File: config.mk
export PLATFORM = sky130hd
export DESIGN_NAME = pipe_ctrl
export DESIGN_NICKNAME = d
export VERILOG_FILES = /design/src/rtl/pipe_ctrl_pkg.sv /design/src/rtl/perf_cnt.sv /design/src/rtl/pipe_ctrl.sv
export SDC_FILE = /design/constraint.sdc
export NUM_CORES = 1
export LEC_CHECK = 0
export BUFFER_PORTS_ARGS = -buffer_cell sky130_fd_sc_hd__buf_4
export CAP_MARGIN = 20
export CORE_UTILIZATION = 57
export DETAILED_ROUTE_END_ITERATION = 6
export PLACE_DENSITY = 0.95
export SLEW_MARGIN = 20
export SYNTH_ARGS = -nofsm -noshare
export SYNTH_HDL_FRONTEND = slang
export SYNTH_SLANG_ARGS = --single-unit
File: constraint.sdc
create_clock -name clk -period 7.6 [get_ports clk]
set_clock_uncertainty 0.15 [all_clocks]
set_input_delay 1.14 -clock clk [delete_from_list [all_inputs] [get_ports clk]]
set_output_delay 1.14 -clock clk [all_outputs]
set_load 0.01 [all_outputs]
File: src/rtl/pipe_ctrl_pkg.sv
// Shared CPU pipeline-control definitions: FSM state encoding and defaults.
package pipe_ctrl_pkg;

  // Memory-wait FSM states; the encoding is fixed so other blocks can decode it.
  typedef enum logic [1:0] {
    RUN   = 2'd0,
    IWAIT = 2'd1,
    DWAIT = 2'd2,
    ERR   = 2'd3
  } state_e;

  // Default number of cycles a memory request may wait for its acknowledge.
  localparam int unsigned TIMEOUT_DEFAULT = 255;

  // Default width of the performance counters.
  localparam int unsigned CNT_W_DEFAULT = 32;

endpackage

File: src/rtl/perf_cnt.sv
// Free-running event counter: counts cycles with inc=1, wraps modulo 2^W.
module perf_cnt #(
  parameter int unsigned W = 32
) (
  input  logic         clk,
  input  logic         rst_n,
  input  logic         inc,
  output logic [W-1:0] cnt
);

  logic [W-1:0] cnt_q;

  // Count register; wraps naturally on overflow.
  // NOTE: sequential state uses non-blocking (<=) so every flop samples pre-edge values.
  always_ff @(posedge clk or negedge rst_n) begin
    if (!rst_n) cnt_q <= '0;
    else        cnt_q <= cnt_q + {{(W-1){1'b0}}, inc};
  end

  assign cnt = cnt_q;

endmodule

File: src/rtl/pipe_ctrl.sv
// Pipeline hazard / memory-wait controller with timeout detection and
// performance counters. stall, jb and waiting are combinational.
module pipe_ctrl
  import pipe_ctrl_pkg::*;
#(
  parameter int unsigned TIMEOUT = TIMEOUT_DEFAULT,
  parameter int unsigned CNT_W   = CNT_W_DEFAULT
) (
  input  logic             clk,
  input  logic             rst_n,
  input  logic             is_load_E,
  input  logic [4:0]       rd_E,
  input  logic [4:0]       rs1_D,
  input  logic [4:0]       rs2_D,
  input  logic             use_rs1_D,
  input  logic             use_rs2_D,
  input  logic             jb_taken_E,
  input  logic             imem_req,
  input  logic             imem_ack,
  input  logic             dmem_req,
  input  logic             dmem_ack,
  output logic             stall,
  output logic             jb,
  output logic             waiting,
  output logic             timeout_err,
  output logic [CNT_W-1:0] stall_cnt,
  output logic [CNT_W-1:0] flush_cnt,
  output logic [CNT_W-1:0] wait_cnt
);

  // Timer holds 0..TIMEOUT-1; one extra bit on the increment catches the limit.
  localparam int unsigned   TMR_W  = (TIMEOUT < 2) ? 1 : $clog2(TIMEOUT + 1);
  localparam logic [TMR_W:0] TO_LIM = (TMR_W + 1)'(TIMEOUT);

  state_e           state_q, state_d;
  logic [TMR_W-1:0] timer_q, timer_d;
  logic [TMR_W:0]   timer_inc;
  logic             timeout_err_q;
  logic             hazard;
  logic             d_stall, i_stall;
  logic             wait_raw;

  // Load-use hazard: the loaded register is read by the instruction in D.
  assign hazard = is_load_E && (rd_E != 5'd0) &&
                  ((use_rs1_D && (rs1_D == rd_E)) || (use_rs2_D && (rs2_D == rd_E)));

  assign d_stall   = dmem_req && !dmem_ack;
  assign i_stall   = imem_req && !imem_ack;
  assign timer_inc = {1'b0, timer_q} + {{TMR_W{1'b0}}, 1'b1};

  // Next-state, wait timer and raw waiting request.
  // NOTE: every always_comb output gets a default first, so no latch can be inferred.
  always_comb begin
    state_d  = state_q;
    timer_d  = '0;
    wait_raw = 1'b0;
    unique case (state_q)
      RUN: begin
        if (d_stall) begin
          wait_raw = 1'b1;
          state_d  = DWAIT;
        end else if (i_stall) begin
          wait_raw = 1'b1;
          state_d  = IWAIT;
        end
      end
      DWAIT: begin
        if (dmem_ack) state_d  = RUN;
        else          wait_raw = 1'b1;
      end
      IWAIT: begin
        if (imem_ack) state_d  = RUN;
        else          wait_raw = 1'b1;
      end
      ERR: ;  // pipeline keeps running; only reset leaves ERR
      default: state_d = RUN;
    endcase
    // Each waiting cycle advances the timer; hitting the limit abandons the wait.
    if (wait_raw) begin
      if (timer_inc >= TO_LIM) state_d = ERR;
      else                     timer_d = timer_inc[TMR_W-1:0];
    end
  end

  // FSM state, wait timer and sticky timeout flag.
  always_ff @(posedge clk or negedge rst_n) begin
    if (!rst_n) begin
      state_q       <= RUN;
      timer_q       <= '0;
      timeout_err_q <= 1'b0;
    end else begin
      state_q       <= state_d;
      timer_q       <= timer_d;
      timeout_err_q <= timeout_err_q || (state_d == ERR);
    end
  end

  // Priority waiting > jb > stall; everything forced low while in reset.
  assign waiting     = rst_n && wait_raw;
  assign jb          = rst_n && !wait_raw && jb_taken_E;
  assign stall       = rst_n && !wait_raw && !jb_taken_E && hazard;
  assign timeout_err = timeout_err_q;

  perf_cnt #(.W(CNT_W)) u_stall_cnt (.clk(clk), .rst_n(rst_n), .inc(stall),   .cnt(stall_cnt));
  perf_cnt #(.W(CNT_W)) u_flush_cnt (.clk(clk), .rst_n(rst_n), .inc(jb),      .cnt(flush_cnt));
  perf_cnt #(.W(CNT_W)) u_wait_cnt  (.clk(clk), .rst_n(rst_n), .inc(waiting), .cnt(wait_cnt));

endmodule
==> results of run 1 <==
## metrics by stage
stage               cell area (um2)  utilization  cells
global route                   6287       0.7501    690
global placement               6076       0.7249    674
detailed placement             6076       0.7249    674
floorplan                      5039            -    451
CTS                            6287       0.7501    690
finish                         6287       0.7501    690
## final timing paths
path,slack (ns),end,depth (start not counted),start
worst max-delay path,3.57,stall,6,rd_E[2]
worst min-delay path,0.32,u_wait_cnt.cnt[31]$_DFF_PN0_,1,u_wait_cnt.cnt[31]$_DFF_PN0_
worst max register to register,4.21,u_stall_cnt.cnt[23]$_DFF_PN0_,9,state_q[1]$_DFF_PN0_
worst min register to register,0.32,u_wait_cnt.cnt[31]$_DFF_PN0_,1,u_wait_cnt.cnt[31]$_DFF_PN0_
max in group asynchronous,5.42,u_wait_cnt.cnt[6]$_DFF_PN0_,2,rst_n
min in group asynchronous,0.59,u_stall_cnt.cnt[14]$_DFF_PN0_,1,rst_n
## cell usage in the layout, fill, tap and decap left out, types with 11 or more instances in the layout
cell,synthesis,routed
buf_4,0,126
dfrtp_1,107,107
xnor2_1,61,61
xor2_1,44,44
nand3_1,43,43
nand4_1,29,29
nand2_1,28,28
nor2_1,24,24
inv_1,13,13
nor3_1,12,12
and4_1,11,11
## metal layers
metal | track usage | vias to the layer above | routed length, um
li1 | - | 1854 | -
met1 | 0.3347 | 1921 | 4742
met5 | 0 | - | 0
met4 | 0.07463 | 0 | 78
met3 | 0.04660 | 8 | 614
met2 | 0.4155 | 134 | 5527
## layout make-up
class | count | share of cell area
clock buffers | 10 | 0.02189
flip-flops and latches | 107 | 0.4259
repair buffers | 126 | 0.1504
clock inverters | 6 | 0.01174
multi-input cells | 323 | 0.3614
inverters | 13 | 0.007761
well taps | 105 | 0.02090
## power groups by stage
stage / registers, mW / clock network, mW / logic [mW]
finish: 0.665 / 0.359 / 0.171
global route: 0.671 / 0.389 / 0.188
CTS: 0.662 / 0.367 / 0.174
detailed placement: 0.672 / 0 / 0.172
global placement: 0.668 / 0 / 0.164
floorplan: 0.674 / 0 / 0.0666
## state kept, by name, summed over array words and instances (netlist names)
name             flops
state_q              2
timeout_err          1
timer_q              8
u_flush_cnt.cnt     32
u_stall_cnt.cnt     32
u_wait_cnt.cnt      32
## worst register-to-register path, cell delays in order (launching register included)
cell       delay, ns
dfrtp_1         0.44
nor2_1          0.16
o32ai_1         0.09
buf_4           0.18
a2111oi_0       0.63
ha_1            0.35
nand4_1         0.16
nor4_2          0.74
nand3_1         0.20
xnor2_1         0.18
## kinds of logic (layout without fill, tap and decap cells)
| logic type | Yosys count | in the layout | share of synthesized area |
|---|---|---|---|
| AND/OR/NAND/NOR | 191 | 191 | 0.2183 |
| flip-flops | 107 | 107 | 0.5314 |
| XOR/XNOR | 105 | 105 | 0.1825 |
| buffers and inverters | 21 | 155 | 0.01763 |
| AO/OA/AOI/OAI | 19 | 19 | 0.03030 |
| adder cells (fa/ha/maj) | 8 | 8 | 0.01987 |
==> impl_metrics.tcl, run 1 <==
set metrics [dict create \
    ir_drop_v 0.0001253 \
    wire_per_inst_um 15.89 \
    p_total_mw 1.195 \
    fin_nets 613 \
    synthCells 451 \
    drtIter0Drc 94 \
    min_path_type "reg -> reg" \
    p_switching_mw 0.3377 \
    first_pass_iters 4 \
    rows 33 \
    clockPowerShare 0.300 \
    root_buffer "clkbuf_8" \
    synth_ff_type "dfrtp_1" \
    area_growth_pct 24.78 \
    yosysWarnings 0 \
    clk_latency_ns 0.36 \
    antenna_cells 0 \
    dieArea_um2 9220 \
    dp_hpwl_mm 8.052 \
    coreArea_um2 8382 \
    gp_congestion 0.8830 \
    synth_fp_nets 484 \
    cp.required_ns 6.31 \
    holdWs_ns 0.3249 \
    startpoint_type "input pin" \
    path_common_cell "buf_4" \
    drc 0 \
    route.vias.total 3917 \
    path_clk_slew_ns 0.11 \
    crit_path_cell_trace "buf_4 > xor2_1 > nor4_1 > nand3_1 > a2111oi_0 > buf_4" \
    cap_violations 0 \
    grt_max_degree 72 \
    ios 125 \
    avgViaCountPerCell 5.677 \
    synth.avg_cell_area_um2 11.17 \
    tightest_slew_ns 0.8931 \
    finalCritPeriodShare 0.5300 \
    yosysTopAreaCell "dfrtp_1" \
    cp.arrival_ns 2.74 \
    grt_overflow 0 \
    track_usage 0.2503 \
    grt_setup_unrepaired "false" \
    dp_slack_ns 3.192 \
    cts_tree "built" \
    crit_slowest_cell "a2111oi_0" \
    regArea_um2 2678 \
    cts_made_buffers 9 \
    die_w_um 96.02 \
    cp-end-kind "primary output" \
    p_int_mw 0.8573 \
    fmax_ghz 0.2483 \
    cts_setup_buffers 0 \
    hold_violations 0 \
    synth_edf_count 0 \
    p_leak_nw 3.097 \
    yosys-top-cells-area "dfrtp_1 (53%), xnor2_1 (11%), xor2_1 (7.6%)" \
    outcome "finished, final reports clean" \
    max_slew_margin 0.4046 \
    ys_seq_area_frac 0.5314 \
    die-height_um 96.02 \
    power.share.switching 0.2826 \
    fillCellCount 549 \
    cp_top_family "compound AO/OA/AOI/OAI gates" \
    final_max_slew_viol_count 0 \
    netlist_area_um2 5039 \
    ant_nets 0 \
    pwr-share-seq 0.556 \
    synth.distinct_cells 42 \
    start_util 0.6011 \
    cts_max_level 3 \
    cts_max_path_buffers 2 \
    hold_buffers 0 \
    yosys-top-cells-count "dfrtp_1 (107), xnor2_1 (61), xor2_1 (44), nand3_1 (43), nand4_1 (29)" \
    drive_gt1_frac 0.2684 \
    wl_mm 10.96 \
    path_buf_inv 2 \
    grt_pass1_vias 3747 \
    setup_violations 0 \
    pwr-share-comb 0.143 \
    yosysMostFrequentCell "dfrtp_1" \
    cts_resized 0 \
    clock-sinks 107 \
    multiInputGateArea_um2 2272 \
    synthArstFlopShare 1.000 \
    crit_path_max_fanout 3 \
    path_class "in -> out" \
    fin_crit_ns 4.028 \
    port_buffers 124 \
    worst_slack_ns 3.572 \
    cp_slowest_stage_delay_ns 0.66 \
    yosys_register_bits 107 \
    antenna_found_initial 0 \
    p_per_area_nw_per_um2 190.1 \
    fin_setup_tns_ns 0 \
    yosys.area.top_type_share 0.5314 \
    grt_pass1_wl_mm 17.84 \
]
Power figures use the tool's default switching activity.
==> inputs of run 2 (changes only) <==
--- a/config.mk
+++ b/config.mk
@@ -5,11 +5,12 @@
 export SDC_FILE = /design/constraint.sdc
 export NUM_CORES = 1
 export LEC_CHECK = 0
+export ABC_AREA = 1
 export BUFFER_PORTS_ARGS = -buffer_cell sky130_fd_sc_hd__buf_4
 export CAP_MARGIN = 20
-export CORE_UTILIZATION = 57
+export CORE_UTILIZATION = 54
 export DETAILED_ROUTE_END_ITERATION = 6
-export PLACE_DENSITY = 0.95
+export PLACE_DENSITY = 0.9
 export SLEW_MARGIN = 20
 export SYNTH_ARGS = -nofsm -noshare
 export SYNTH_HDL_FRONTEND = slang
==> constraint.sdc (replaced) <==
create_clock -name clk -period 3.85 [get_ports clk]
set_clock_uncertainty 0.15 [all_clocks]
set_input_delay 0.5775 -clock clk [delete_from_list [all_inputs] [get_ports clk]]
set_output_delay 0.5775 -clock clk [all_outputs]
set_load 0.01 [all_outputs]
==> run 2 against run 1 <==
  * Combinational power increased by 140%
  * Cell area increased by 8.1%
  * Core utilization decreased by 5.8 points
  * Critical endpoint is now u_stall_cnt.cnt[28]$_DFF_PN0_
  * Largest cell class unchanged
==> impl_metrics.tcl, run 2 <==
set metrics [dict create \
    synthSimpleGateAreaFrac 0.2834 \
    gp_congestion 0.9554 \
    track_usage 0.2619 \
    yosysMostFrequentCell "nand2_1" \
    yosys_register_bits 107 \
    dieArea_um2 10570 \
    antenna_cells 0 \
    path_buf_inv 1 \
    fillCellCount 784 \
    ir_drop_v 0.0002764 \
    port_buffers 124 \
    fin_crit_ns 3.008 \
    rows 36 \
    p_per_area_nw_per_um2 355.1 \
    cp-end-kind "register" \
    fin_nets 786 \
    tightest_slew_ns 0.8127 \
    dp_hpwl_mm 9.871 \
    setup.worst_path.end "u_stall_cnt.cnt[28]$_DFF_PN0_" \
    startpoint_type "register" \
    hold_buffers 0 \
    grt_max_degree 66 \
    drtIter0Drc 165 \
    fin_setup_tns_ns 0 \
    cp.arrival_ns 3.12 \
    outcome "finished, final reports clean" \
    synthArstFlopShare 1.000 \
    synth_fp_nets 649 \
    area_growth_pct 23.83 \
    path_class "reg -> reg" \
    synth_xor_area_frac 0.1484 \
    crit_slowest_cell "nor4_1" \
    path_common_cell "nand3_1" \
    wl_mm 12.83 \
    grt_pass1_vias 4693 \
    yosys-top-cells-area "dfrtp_1 (49%), xor2_1 (9.6%), nand2_1 (9.0%)" \
    yosys-top-cells-count "nand2_1 (131), dfrtp_1 (107), nor2_1 (72), inv_1 (60), xor2_1 (60)" \
    max_slew_margin 0.4582 \
    ant_nets 0 \
    final_common_cell "nand2_1" \
    ios 125 \
    fmax_ghz 0.3325 \
    avgViaCountPerCell 5.286 \
    cp_top_family "simple AND/OR/NAND/NOR gates" \
    path_clk_slew_ns 0.10 \
    hold_violations 0 \
    r2r-end "u_stall_cnt.cnt[28]$_DFF_PN0_" \
    ys_seq_area_frac 0.4879 \
    cp_slowest_stage_delay_ns 0.55 \
    cts_resized 0 \
    drc 0 \
    first_pass_iters 5 \
    netlist_area_um2 5488 \
    yosys.area.top_type_share 0.4879 \
    reg2reg_depth 12 \
    p_leak_nw 3.338 \
    drive_gt1_frac 0.2216 \
    synth_top_family_by_area "simple AND/OR/NAND/NOR gates" \
    antenna_found_initial 0 \
    cts_setup_buffers 0 \
    synth_compound_area_frac 0.01961 \
    r2r_slack_ns 0.84 \
    finalCritPeriodShare 0.7812 \
    path_depth 12 \
    cts_made_buffers 9 \
    coreArea_um2 9819 \
    cp-startpoint "state_q[1]$_DFF_PN0_" \
    reg2reg_from "state_q[1]$_DFF_PN0_" \
    setup_violations 0 \
    synth_ff_type "dfrtp_1" \
    crit_path_max_fanout 4 \
    die-height_um 102.8 \
    synthCells 616 \
    cap_violations 0 \
    synthMuxAreaShare 0 \
    route.vias.total 4710 \
    crit_path_cell_trace "inv_1 > nand3_1 > o31ai_1 > nor2_1 > nand2_1 > nor3b_1 > ha_1 > ha_1 > nand3_1 > nor4_1 > nand3_1 > xnor2_1" \
    mostFrequentLayoutCells "nand2_1 (131), buf_4 (126), dfrtp_1 (107), nor2_1 (72)" \
    wire_per_inst_um 14.40 \
    final_util 0.6920 \
    min_path_type "in -> async" \
    die_w_um 102.8 \
    clk_latency_ns 0.38 \
    cts_max_level 3 \
    start_util 0.5589 \
    cts_max_path_buffers 2 \
    grt_overflow 0 \
    clock-sinks 107 \
    yosysTopAreaCell "dfrtp_1" \
    synth.avg_cell_area_um2 8.909 \
    grt_pass1_wl_mm 21.53 \
    final_max_slew_viol_count 0 \
    grt_setup_unrepaired "false" \
    cts_tree "built" \
    root_buffer "clkbuf_8" \
    synth_edf_count 0 \
    cp.required_ns 3.96 \
    synthAdderAreaFrac 0.01824 \
    yosysWarnings 0 \
    synth.distinct_cells 33 \
]
## run 2: cell count changes after synthesis, sizes merged, moves of 8 or more
cell,before,now
and3,10,0
and4,11,0
inv,13,62
nand2,28,136
nand3,44,36
nand4,30,17
nor2,24,82
nor3,16,41
xnor2,61,33
xor2,44,60
## run 2: cell families (layout without fill, tap and decap cells)
group,Yosys count,count (layout)
simple gates,328,328
flops,107,107
xor+xnor,93,93
buf+inv,62,204
compound gates,18,18
fa+ha+maj,8,8
## run 2: layout make-up
type / instances / area (um2) / area share
Sequential cell: 107 / 2678 / 0.3940
Multi-Input combinational cell: 447 / 2577 / 0.3793
Timing Repair Buffer: 126 / 945.9 / 0.1392
Inverter: 62 / 232.7 / 0.03425
Tap cell: 133 / 166.4 / 0.02449
Clock buffer: 12 / 145.1 / 0.02136
Clock inverter: 4 / 50.05 / 0.007365
## run 2: metal layers
metal / vias up / GRT usage / wire [um]
met4: 0 / 0.1159 / 361
met5: - / 0 / 0
met1: 2269 / 0.3316 / 5368
met2: 158 / 0.4436 / 6436
li1: 2253 / - / -
met3: 30 / 0.04339 / 662
## run 2: per-stage QoR
stage	hold WS (ns)	setup WS, ns	cells	power, mW	cell area (um2)
floorplan	0.1319	0.7972	616	1.521	5488
global placement	0.3120	0.6704	875	1.715	6600
detailed placement	0.3317	0.5440	875	1.738	6600
CTS	0.1463	0.8340	891	2.432	6795
global route	0.1839	0.6110	891	2.533	6795
finish	0.1347	0.8425	891	2.413	6795
## run 2: report_power, final
group          leakage [nW]  total [mW]  switching [mW]  internal, mW
combinational          1.83       0.411           0.234         0.177
sequential             1.42        1.30           0.100          1.20
clock                0.0926       0.700           0.381         0.318
## run 2: worst register-to-register path, cell delays in order, from the launching register on
cell	delay [ns]
dfrtp_1	0.37
inv_1	0.09
nand3_1	0.10
o31ai_1	0.09
nor2_1	0.17
nand2_1	0.10
nor3b_1	0.29
ha_1	0.25
ha_1	0.20
nand3_1	0.16
nor4_1	0.55
nand3_1	0.20
xnor2_1	0.18
## run 2: worst min-delay path by stage
stage                                          endpoint  slack (ns)  cells past startpoint
after detailed placement  u_flush_cnt.cnt[31]$_DFF_PN0_        0.33                      1
final                              timer_q[7]$_DFF_PN0_        0.13                      2
after floorplan                    state_q[0]$_DFF_PN0_        0.13                      0
after global placement    u_flush_cnt.cnt[31]$_DFF_PN0_        0.31                      1
after global routing               timer_q[7]$_DFF_PN0_        0.18                      2
after CTS                          timer_q[7]$_DFF_PN0_        0.15                      2
==> inputs of run 3 (changes only) <==
--- a/config.mk
+++ b/config.mk
@@ -5,12 +5,12 @@
 export SDC_FILE = /design/constraint.sdc
 export NUM_CORES = 1
 export LEC_CHECK = 0
-export ABC_AREA = 1
+export ABC_AREA = 0
 export BUFFER_PORTS_ARGS = -buffer_cell sky130_fd_sc_hd__buf_4
 export CAP_MARGIN = 20
-export CORE_UTILIZATION = 54
+export CORE_UTILIZATION = 48
 export DETAILED_ROUTE_END_ITERATION = 6
-export PLACE_DENSITY = 0.9
+export PLACE_DENSITY = 0.86
 export SLEW_MARGIN = 20
 export SYNTH_ARGS = -nofsm -noshare
 export SYNTH_HDL_FRONTEND = slang
==> constraint.sdc (replaced) <==
create_clock -name clk -period 2.7 [get_ports clk]
set_clock_uncertainty 0.15 [all_clocks]
set_input_delay 0.405 -clock clk [delete_from_list [all_inputs] [get_ports clk]]
set_output_delay 0.405 -clock clk [all_outputs]
set_load 0.01 [all_outputs]
==> run 3 against run 2 <==
  * The run now ends with setup timing left
  * Final cell count decreased by 16%
  * Power increased by 41%
  * Global-route usage decreased by 4.9 points
  * Non-clock buffer count increased by 28
  * Critical path type is now in -> reg
  * Largest power group unchanged
==> impl_metrics.tcl, run 3 (synthesis results as in run 1) <==
set metrics [dict create \
    first_pass_iters 4 \
    grt_setup_unrepaired "true" \
    grt_overflow 0 \
    p_leak_nw 3.265 \
    finalCritPeriodShare 1.005 \
    cts_max_path_buffers 2 \
    final_util 0.6549 \
    drc 0 \
    antenna_found_initial 0 \
    dp_hpwl_mm 8.275 \
    hold_violations 0 \
    fmax_ghz 0.3684 \
    dieArea_um2 10910 \
    cp_slowest_stage_delay_ns 0.38 \
    cp.arrival_ns 2.83 \
    route.vias.total 3978 \
    ir_drop_v 0.0003626 \
    outcome "finished, violations left" \
    port_buffers 124 \
    r2r_slack_ns 0.05 \
    final_common_cell "buf_4" \
    mostFrequentLayoutCells "buf_4 (147), dfrtp_1 (106), xnor2_1 (61), xor2_1 (44), nand3_1 (37)" \
    p_per_area_nw_per_um2 508.5 \
    track_usage 0.2132 \
    path_class "in -> reg" \
    grt_pass1_vias 3796 \
    area_growth_pct 32.98 \
    fin_crit_ns 2.715 \
    setup_violations 1 \
    path_buf_inv 2 \
    cts_made_buffers 9 \
    wire_per_inst_um 15.69 \
    final_max_slew_viol_count 0 \
    path_common_cell "nand3_1" \
    fin_setup_tns_ns -0.01475 \
    die_w_um 104.5 \
    holdWs_ns 0.1065 \
    crit_path_cell_trace "buf_4 > xor2_1 > nor4_1 > nand3_1 > a2111oi_4 > ha_2 > nand4_1 > nor4_4 > buf_2 > nand3_1 > xnor2_1" \
    fin_nets 642 \
    cap_violations 0 \
    clk_latency_ns 0.37 \
    max_slew_margin 0.4608 \
    min_path_type "in -> async" \
    ant_nets 0 \
    gp_congestion 0.8088 \
    fillCellCount 786 \
    die-height_um 104.5 \
    cp-end-kind "register" \
    antenna_cells 0 \
    avgViaCountPerCell 5.311 \
    drtIter0Drc 164 \
    tightest_slew_ns 0.8088 \
    cp.required_ns 2.82 \
    grt_pass1_wl_mm 18.57 \
    crit_path_max_fanout 4 \
    cts_tree "built" \
    violations "setup timing" \
    wl_mm 11.75 \
    crit_slowest_cell "nor4_4" \
    drive_gt1_frac 0.3328 \
    p_total_mw 3.407 \
    root_buffer "clkbuf_8" \
    startpoint_type "input pin" \
    cp_top_family "simple AND/OR/NAND/NOR gates" \
    rows 37 \
    clock-sinks 107 \
    start_util 0.4925 \
    worst_slack_ns -0.01475 \
    path_clk_slew_ns 0.10 \
    grt_max_degree 65 \
    cts_max_level 3 \
    coreArea_um2 10230 \
    ios 125 \
]
[run 3: report_power, final]
part,total [mW],leakage (nW),switching [mW],internal [mW]
Combinational,0.579,1.73,0.272,0.307
Clock,0.957,0.0881,0.536,0.422
Sequential,1.87,1.45,0.162,1.71
Total,3.41,3.26,0.969,2.44
[run 3: worst paths after layout]
kind | startpoint | to | depth (start not counted)
min in group clk | u_flush_cnt.cnt[31]$_DFF_PN0_ | u_flush_cnt.cnt[31]$_DFF_PN0_ | 1
worst max-delay path | rd_E[2] | u_stall_cnt.cnt[21]$_DFF_PN0_ | 11
worst min-delay path | rst_n | u_stall_cnt.cnt[3]$_DFF_PN0_ | 3
worst max register to register | state_q[0]$_DFF_PN0_ | u_stall_cnt.cnt[21]$_DFF_PN0_ | 10
max in group asynchronous | rst_n | state_q[0]$_DFF_PN0_ | 4
worst min register to register | u_flush_cnt.cnt[31]$_DFF_PN0_ | u_flush_cnt.cnt[31]$_DFF_PN0_ | 1
[run 3: timing repair]
action,in CTS,in global routing
setup buffers,0,5
endpoints found under the setup margin,7,46
hold buffers,0,0
pin swaps,2,17
resized for setup,3,20
hold endpoints to repair,0,0
gates cloned,1,2
[run 3: layout make-up]
type | count | area (um2) | area share
Tap cell | 136 | 170.2 | 0.02540
Inverter | 13 | 48.80 | 0.007283
Multi-Input combinational cell | 324 | 2444 | 0.3647
Sequential cell | 107 | 2679 | 0.3998
Clock buffer | 10 | 127.6 | 0.01905
Clock inverter | 5 | 55.05 | 0.008217
Timing Repair Buffer | 154 | 1176 | 0.1755
[run 3: worst register-to-register path: stages (launching register included)]
cell	delay, ns
dfrtp_2	0.45
nor2_2	0.15
o32ai_4	0.12
buf_4	0.16
a2111oi_4	0.23
ha_2	0.27
nand4_1	0.19
nor4_4	0.38
buf_2	0.22
nand3_1	0.11
xnor2_1	0.14
[run 3: metal layers]
| metal | vias to the layer above | share of wire | track usage |
|---|---|---|---|
| met5 | - | 0 | 0 |
| met4 | 0 | 0.018 | 0.1010 |
| met3 | 16 | 0.043 | 0.03383 |
| met2 | 105 | 0.51 | 0.3486 |
| met1 | 1950 | 0.43 | 0.2775 |
| li1 | 1907 | - | - |
[run 3: per-stage QoR]
| stage | worst slack [ns] | cells | area (um2) |
|---|---|---|---|
| final | -0.01475 | 749 | 6700 |
| after global routing | -0.1158 | 749 | 6700 |
| after CTS | 0.008162 | 742 | 6554 |
| after detailed placement | -0.3606 | 726 | 6359 |
| after global placement | -0.2553 | 726 | 6359 |
| after floorplan | -0.1748 | 451 | 5135 |
